## src/rtl/nanoz80_pkg.sv

```systemverilog
// Shared definitions for the nanoz80 interrupt controller: register map and FSM state type.
package nanoz80_pkg;

  localparam int unsigned NUM_IRQ = 4;

  localparam logic [1:0] INT_ENABLE  = 2'd0;
  localparam logic [1:0] INT_PENDING = 2'd1;
  localparam logic [1:0] INT_VBASE   = 2'd2;
  localparam logic [1:0] INT_STATUS  = 2'd3;

  typedef enum logic [1:0] {
    StIdle,
    StReq,
    StAck,
    StService
  } int_state_t;

endpackage

```

## src/rtl/int_prio_enc.sv

```systemverilog
// Combinational fixed-priority encoder; bit 0 has the highest priority.
module int_prio_enc #(
  parameter int unsigned NumReq = 4
) (
  input  logic [NumReq-1:0] req_i,
  output logic [1:0]        idx_o,
  output logic              valid_o
);

  always_comb begin
    idx_o   = 2'd0;
    valid_o = 1'b0;
    // Scan downward so the lowest set index is the last one written.
    for (int i = NumReq - 1; i >= 0; i--) begin
      if (req_i[i]) begin
        idx_o   = 2'(i);
        valid_o = 1'b1;
      end
    end
  end

endmodule

```

## src/rtl/int_ctrl.sv

```systemverilog
// Z80-style vectored interrupt controller: edge-latched pending bits, enable mask,
// priority select and an IDLE/REQ/ACK/SERVICE handshake with the CPU INTA cycle.
module int_ctrl #(
  parameter int unsigned NUM_IRQ = nanoz80_pkg::NUM_IRQ
) (
  input  logic               clk_i,
  input  logic               rst_n_i,
  input  logic [NUM_IRQ-1:0] irq_i,
  input  logic               m1_n,
  input  logic               ioreq_n,
  input  logic               wr_n,
  input  logic [1:0]         reg_addr_i,
  input  logic [7:0]         data_i,
  input  logic               int_cs,
  output logic [7:0]         data_o,
  output logic               ack_o,
  output logic               int_n
);

  import nanoz80_pkg::*;

  int_state_t         state_q, state_d;
  logic [NUM_IRQ-1:0] irq_q, enable_q, enable_d, pending_q, pending_d;
  logic [NUM_IRQ-1:0] rise, masked, w1c_mask, take_mask;
  logic [4:0]         vbase_q, vbase_d;
  logic [1:0]         src_q, src_d, prio_idx;
  logic               prio_valid, arm_q, inta, inta_q, inta_first;
  logic               wr_en, eoi, take, int_n_q, int_n_d, in_service;

  assign inta       = ~m1_n & ~ioreq_n;
  assign inta_first = inta & ~inta_q;
  assign wr_en      = int_cs & ~wr_n;
  assign eoi        = wr_en && (reg_addr_i == INT_STATUS);
  // arm_q masks the first cycle after reset so a level already high is not seen as an edge.
  assign rise       = irq_i & ~irq_q & {NUM_IRQ{arm_q}};
  assign masked     = pending_q & enable_q;
  assign in_service = (state_q == StService);
  assign ack_o      = (state_q == StAck) && inta;
  assign int_n      = int_n_q;

  int_prio_enc #(
    .NumReq (NUM_IRQ)
  ) u_prio_enc (
    .req_i   (masked),
    .idx_o   (prio_idx),
    .valid_o (prio_valid)
  );

  always_comb begin
    state_d = state_q;
    src_d   = src_q;
    take    = 1'b0;
    case (state_q)
      StIdle:    if (|masked) state_d = StReq;
      StReq: begin
        if (!prio_valid) begin
          state_d = StIdle;
        end else if (inta_first) begin
          state_d = StAck;
          src_d   = prio_idx;
          take    = 1'b1;
        end
      end
      StAck:     if (ioreq_n) state_d = StService;
      StService: if (eoi) state_d = StIdle;
      default:   state_d = StIdle;
    endcase
    int_n_d = (state_d != StReq);
  end

  always_comb begin
    enable_d = enable_q;
    vbase_d  = vbase_q;
    w1c_mask = '0;
    if (wr_en && (reg_addr_i == INT_ENABLE)) enable_d = data_i[NUM_IRQ-1:0];
    if (wr_en && (reg_addr_i == INT_VBASE))  vbase_d = data_i[7:3];
    if (wr_en && (reg_addr_i == INT_PENDING)) w1c_mask = data_i[NUM_IRQ-1:0];
    for (int i = 0; i < NUM_IRQ; i++) begin
      take_mask[i] = take && (prio_idx == 2'(i));
    end
    // New edges take precedence over any clear in the same cycle.
    pending_d = (pending_q & ~(w1c_mask | take_mask)) | rise;
  end

  always_comb begin
    data_o = 8'h00;
    if (ack_o) begin
      data_o = {vbase_q, src_q, 1'b0};
    end else begin
      case (reg_addr_i)
        INT_ENABLE:  data_o[NUM_IRQ-1:0] = enable_q;
        INT_PENDING: data_o[NUM_IRQ-1:0] = pending_q;
        INT_VBASE:   data_o = {vbase_q, 3'b000};
        default:     data_o = {in_service, 5'b00000, src_q};
      endcase
    end
  end

  always_ff @(posedge clk_i or negedge rst_n_i) begin
    if (!rst_n_i) begin
      state_q   <= StIdle;
      irq_q     <= '0;
      enable_q  <= '0;
      pending_q <= '0;
      vbase_q   <= 5'd0;
      src_q     <= 2'd0;
      arm_q     <= 1'b0;
      inta_q    <= 1'b0;
      int_n_q   <= 1'b1;
    end else begin
      state_q   <= state_d;
      irq_q     <= irq_i;
      enable_q  <= enable_d;
      pending_q <= pending_d;
      vbase_q   <= vbase_d;
      src_q     <= src_d;
      arm_q     <= 1'b1;
      inta_q    <= inta;
      int_n_q   <= int_n_d;
    end
  end

endmodule

```

## config.mk

```make
export PLATFORM = sky130hd
export DESIGN_NAME = int_ctrl
export DESIGN_NICKNAME = d
export VERILOG_FILES = /design/src/rtl/nanoz80_pkg.sv /design/src/rtl/int_prio_enc.sv /design/src/rtl/int_ctrl.sv
export SDC_FILE = /design/constraint.sdc
export NUM_CORES = 1
export LEC_CHECK = 0
export ABC_AREA = 1
export ABC_CLOCK_PERIOD_IN_PS = 1800
export BUFFER_PORTS_ARGS = -buffer_cell sky130_fd_sc_hd__buf_2
export CORE_MARGIN = 5
export CORE_UTILIZATION = 25
export CTS_BUF_LIST = sky130_fd_sc_hd__clkbuf_8
export CTS_CLUSTER_SIZE = 30
export DETAILED_ROUTE_END_ITERATION = 10
export PLACE_DENSITY_LB_ADDON = 0.15
export SKIP_CTS_REPAIR_TIMING = 1
export SYNTH_ARGS = -nofsm -noshare
export SYNTH_HDL_FRONTEND = slang
export SYNTH_SLANG_ARGS = --single-unit
```

## constraint.sdc

```tcl
create_clock -name clk_i -period 1.8 [get_ports clk_i]
set_clock_uncertainty 0.15 [all_clocks]
set_input_delay 0.09 -clock clk_i [delete_from_list [all_inputs] [get_ports clk_i]]
set_output_delay 0.09 -clock clk_i [all_outputs]
set_load 0.005 [all_outputs]
```

==> impl_metrics.json <==
{
  "worstPathArrival_ns": 1.44,
  "cts_root_buf": "clkbuf_8",
  "syn_area_per_cell_sq_um": 8.201,
  "maxCapViolCount": 0,
  "grt_pass1_wl_mm": 4.698,
  "path_clk_slew_ns": 0.08,
  "fillerInstances": 517,
  "finalHoldViolCount": 0,
  "antenna_found_initial": 0,
  "vias": 1058,
  "grt_max_degree": 25,
  "clk_latency_ns": 0.26,
  "peakVddDrop_mv": 0.4583,
  "final_util_pct": 34.37,
  "rows": 25,
  "dieArea_sq_um": 6273,
  "grt_pass1_vias": 1022,
  "grt_use_total_pct": 9.550,
  "detail_route.wl_per_cell_um": 11.89,
  "clockBufferDepth": 2,
  "grt_overflow_total": 0,
  "p_switching_w": 0.0005189,
  "synthesis.area_sq_um": 1197,
  "powerDensity_nw_per_um2": 958.8,
  "drtIter0Drc": 44,
  "vias_per_cell": 4.266,
  "gp_congestion": 0.7931,
  "cts_tree": "yes",
  "yosys_warnings": 0,
  "p_clk_share_pct": 20.8,
  "numCtsBuffers": 3,
  "place_ws_ns": 0.3251,
  "synth-seq-area-share_pct": 50.26,
  "critPathMaxFanout": 6,
  "syn_to_final_growth_pct": 34.69,
  "portBuffers": 29,
  "tns_ns": 0,
  "drc": 0,
  "ant_nets": 0,
  "die_x_um": 79.21,
  "syn-num-nets": 166,
  "leakagePower_nw": 0.8516,
  "end_kind": "output port",
  "crit_chain": "inv_1, nand2_1, inv_1, nand2_2, inv_4, a21oi_1, a21oi_1, buf_2",
  "sequentialPowerShare_pct": 48.2,
  "rsz0062_at_grt": "no",
  "antennaDiodeCount": 0,
  "switching_share_pct": 33.56,
  "path_class": "reg -> out",
  "slowest_delay_ns": 0.42,
  "routed_wl_mm": 2.949,
  "synth_seq_cells": 24,
  "crit_buf_inv": 4,
  "first_pass_iters": 4,
  "crit_required_ns": 1.56,
  "slew_viol_final": 0,
  "coreArea_sq_um": 4692,
  "drive_gt1_share_pct": 24.23,
  "yosysUniqueCellTypes": 22,
  "period_share_pct": 93.23,
  "crit_family": "flip-flops",
  "dp_hpwl_mm": 2.253,
  "crit_slowest_cell": "dfrtp_1",
  "setup_viol": 0,
  "combinationalPowerShare_pct": 30.9,
  "finalWorstSetupSlack_ns": 0.1219,
  "start_util_pct": 25.52,
  "synthesis.instances": 146,
  "p_int_w": 0.001027,
  "status": "complete, no violations",
  "htree_levels": 1,
  "fin_crit_ns": 1.678,
  "clock-sinks": 24,
  "hp-class": "in -> reg",
  "fmaxAchievable_ghz": 0.5959,
  "nNetsFinal": 215,
  "startpoint_type": "flop",
  "die_h_um": 79.21,
  "worstMarginPinSlew_ns": 0.5483,
  "ios": 30,
  "relSlewSlack_pct": 63.45
}
## power groups by stage
| stage | Clock [W] | Sequential [W] | Combinational, W |
|---|---|---|---|
| finish | 0.000322 | 0.000746 | 0.000478 |
| global route | 0.000361 | 0.000759 | 0.000554 |
| CTS | 0.000336 | 0.000745 | 0.000459 |
| detailed placement | 0 | 0.000756 | 0.000457 |
| global placement | 0 | 0.000754 | 0.000446 |
| floorplan | 0 | 0.000735 | 0.000302 |
## per-layer routing
| metal | track usage [%] | share of wire, % |
|---|---|---|
| met1 | 12.01 | 45 |
| met4 | 2.062 | 0.47 |
| met5 | 0 | 0 |
| met3 | 2.948 | 5.4 |
| met2 | 16.08 | 49 |
## tightest hold or removal path: stages
cell and delay (ns):
buf_2 0.08, nor2_1 0.07, nand2_1 0.09, o211ai_1 0.12
## sequential cells by signal, summed over array words and instances, names as in the netlist
signal     count
vbase_q        5
enable_q       4
irq_q          4
pending_q      4
src_q          2
state_q        2
arm_q          1
int_n          1
inta_q         1
## cells in the final DEF, fill, tap and decap left out, types with 2 or more instances in the layout
| master | count |
|---|---|
| nand3b_1 | 4 |
| nor2_2 | 2 |
| buf_2 | 29 |
| nor2_4 | 2 |
| o211ai_1 | 3 |
| clkbuf_8 | 3 |
| o21ai_0 | 13 |
| mux2_4 | 2 |
| nand2_2 | 2 |
| inv_1 | 21 |
| nand2_1 | 43 |
| dfrtp_1 | 23 |
| nor2_1 | 11 |
| inv_2 | 2 |
| nand3_1 | 4 |
| a21oi_1 | 5 |
| dlygate4sd3_1 | 15 |
## final cells by class
class                           instances  area [sq um]  share of cell area [%]
Sequential cell                        24         601.8                   37.32
Multi-Input combinational cell         99         514.2                   31.89
Timing Repair Buffer                   44         295.3                   18.31
Inverter                               23         88.84                   5.508
Tap cell                               54         67.56                   4.189
Clock buffer                            3         41.29                   2.560
Clock inverter                          1         3.754                  0.2327
## final timing paths
check	startpoint	to	slack (ns)	cells past startpoint
min in group asynchronous	rst_n_i	irq_q[1]	0.19	2
worst max-delay path	state_q[0]	data_o[2]	0.12	8
worst min register to register	irq_q[1]	pending_q[1]	0.34	2
worst max register to register	enable_q[3]	pending_q[1]	0.46	7
worst min-delay path	m1_n	int_n	0.04	4
max in group asynchronous	rst_n_i	int_n	0.94	2
## Yosys cell counts, drive strengths merged
library cell	n	area (sq um)
nand3b	4	30.03
nand2	46	182.7
o21ai	14	70.07
a21oi	5	25.02
dfstp	1	26.28
o21bai	1	7.510
a22o	1	8.760
dfrtp	23	575.6
nand3	4	20.02
mux2	2	30.03
inv	23	86.34
o211ai	3	22.52
nand4	1	6.260
conb	1	3.750
a31o	1	8.760
nor2	16	93.84
## per-stage QoR
step / cell area (sq um) / std cells / power, W / hold WS (ns)
6_report: 1613 / 248 / 0.001546 / 0.04074
3_3_place_gp: 1410 / 229 / 0.001200 / -0.03809
2_1_floorplan: 1197 / 146 / 0.001037 / -0.3556
5_1_grt: 1613 / 248 / 0.001674 / 0.05130
4_1_cts: 1455 / 233 / 0.001540 / -0.3214
3_5_place_dp: 1410 / 229 / 0.001213 / -0.03042
## cell families (layout without fill, tap and decap cells)
| family | after synthesis | in the layout | share of synthesized area [%] |
|---|---|---|---|
| buffers and inverters | 23 | 71 | 7.211 |
| and+or+nand+nor | 71 | 71 | 27.80 |
| muxes | 2 | 2 | 2.508 |
| other | 1 | 1 | 0.3132 |
| DFF | 24 | 24 | 50.26 |
| AOI/OAI and AO/OA | 25 | 25 | 11.91 |
Note: power is estimated with default switching activity, not from simulation.
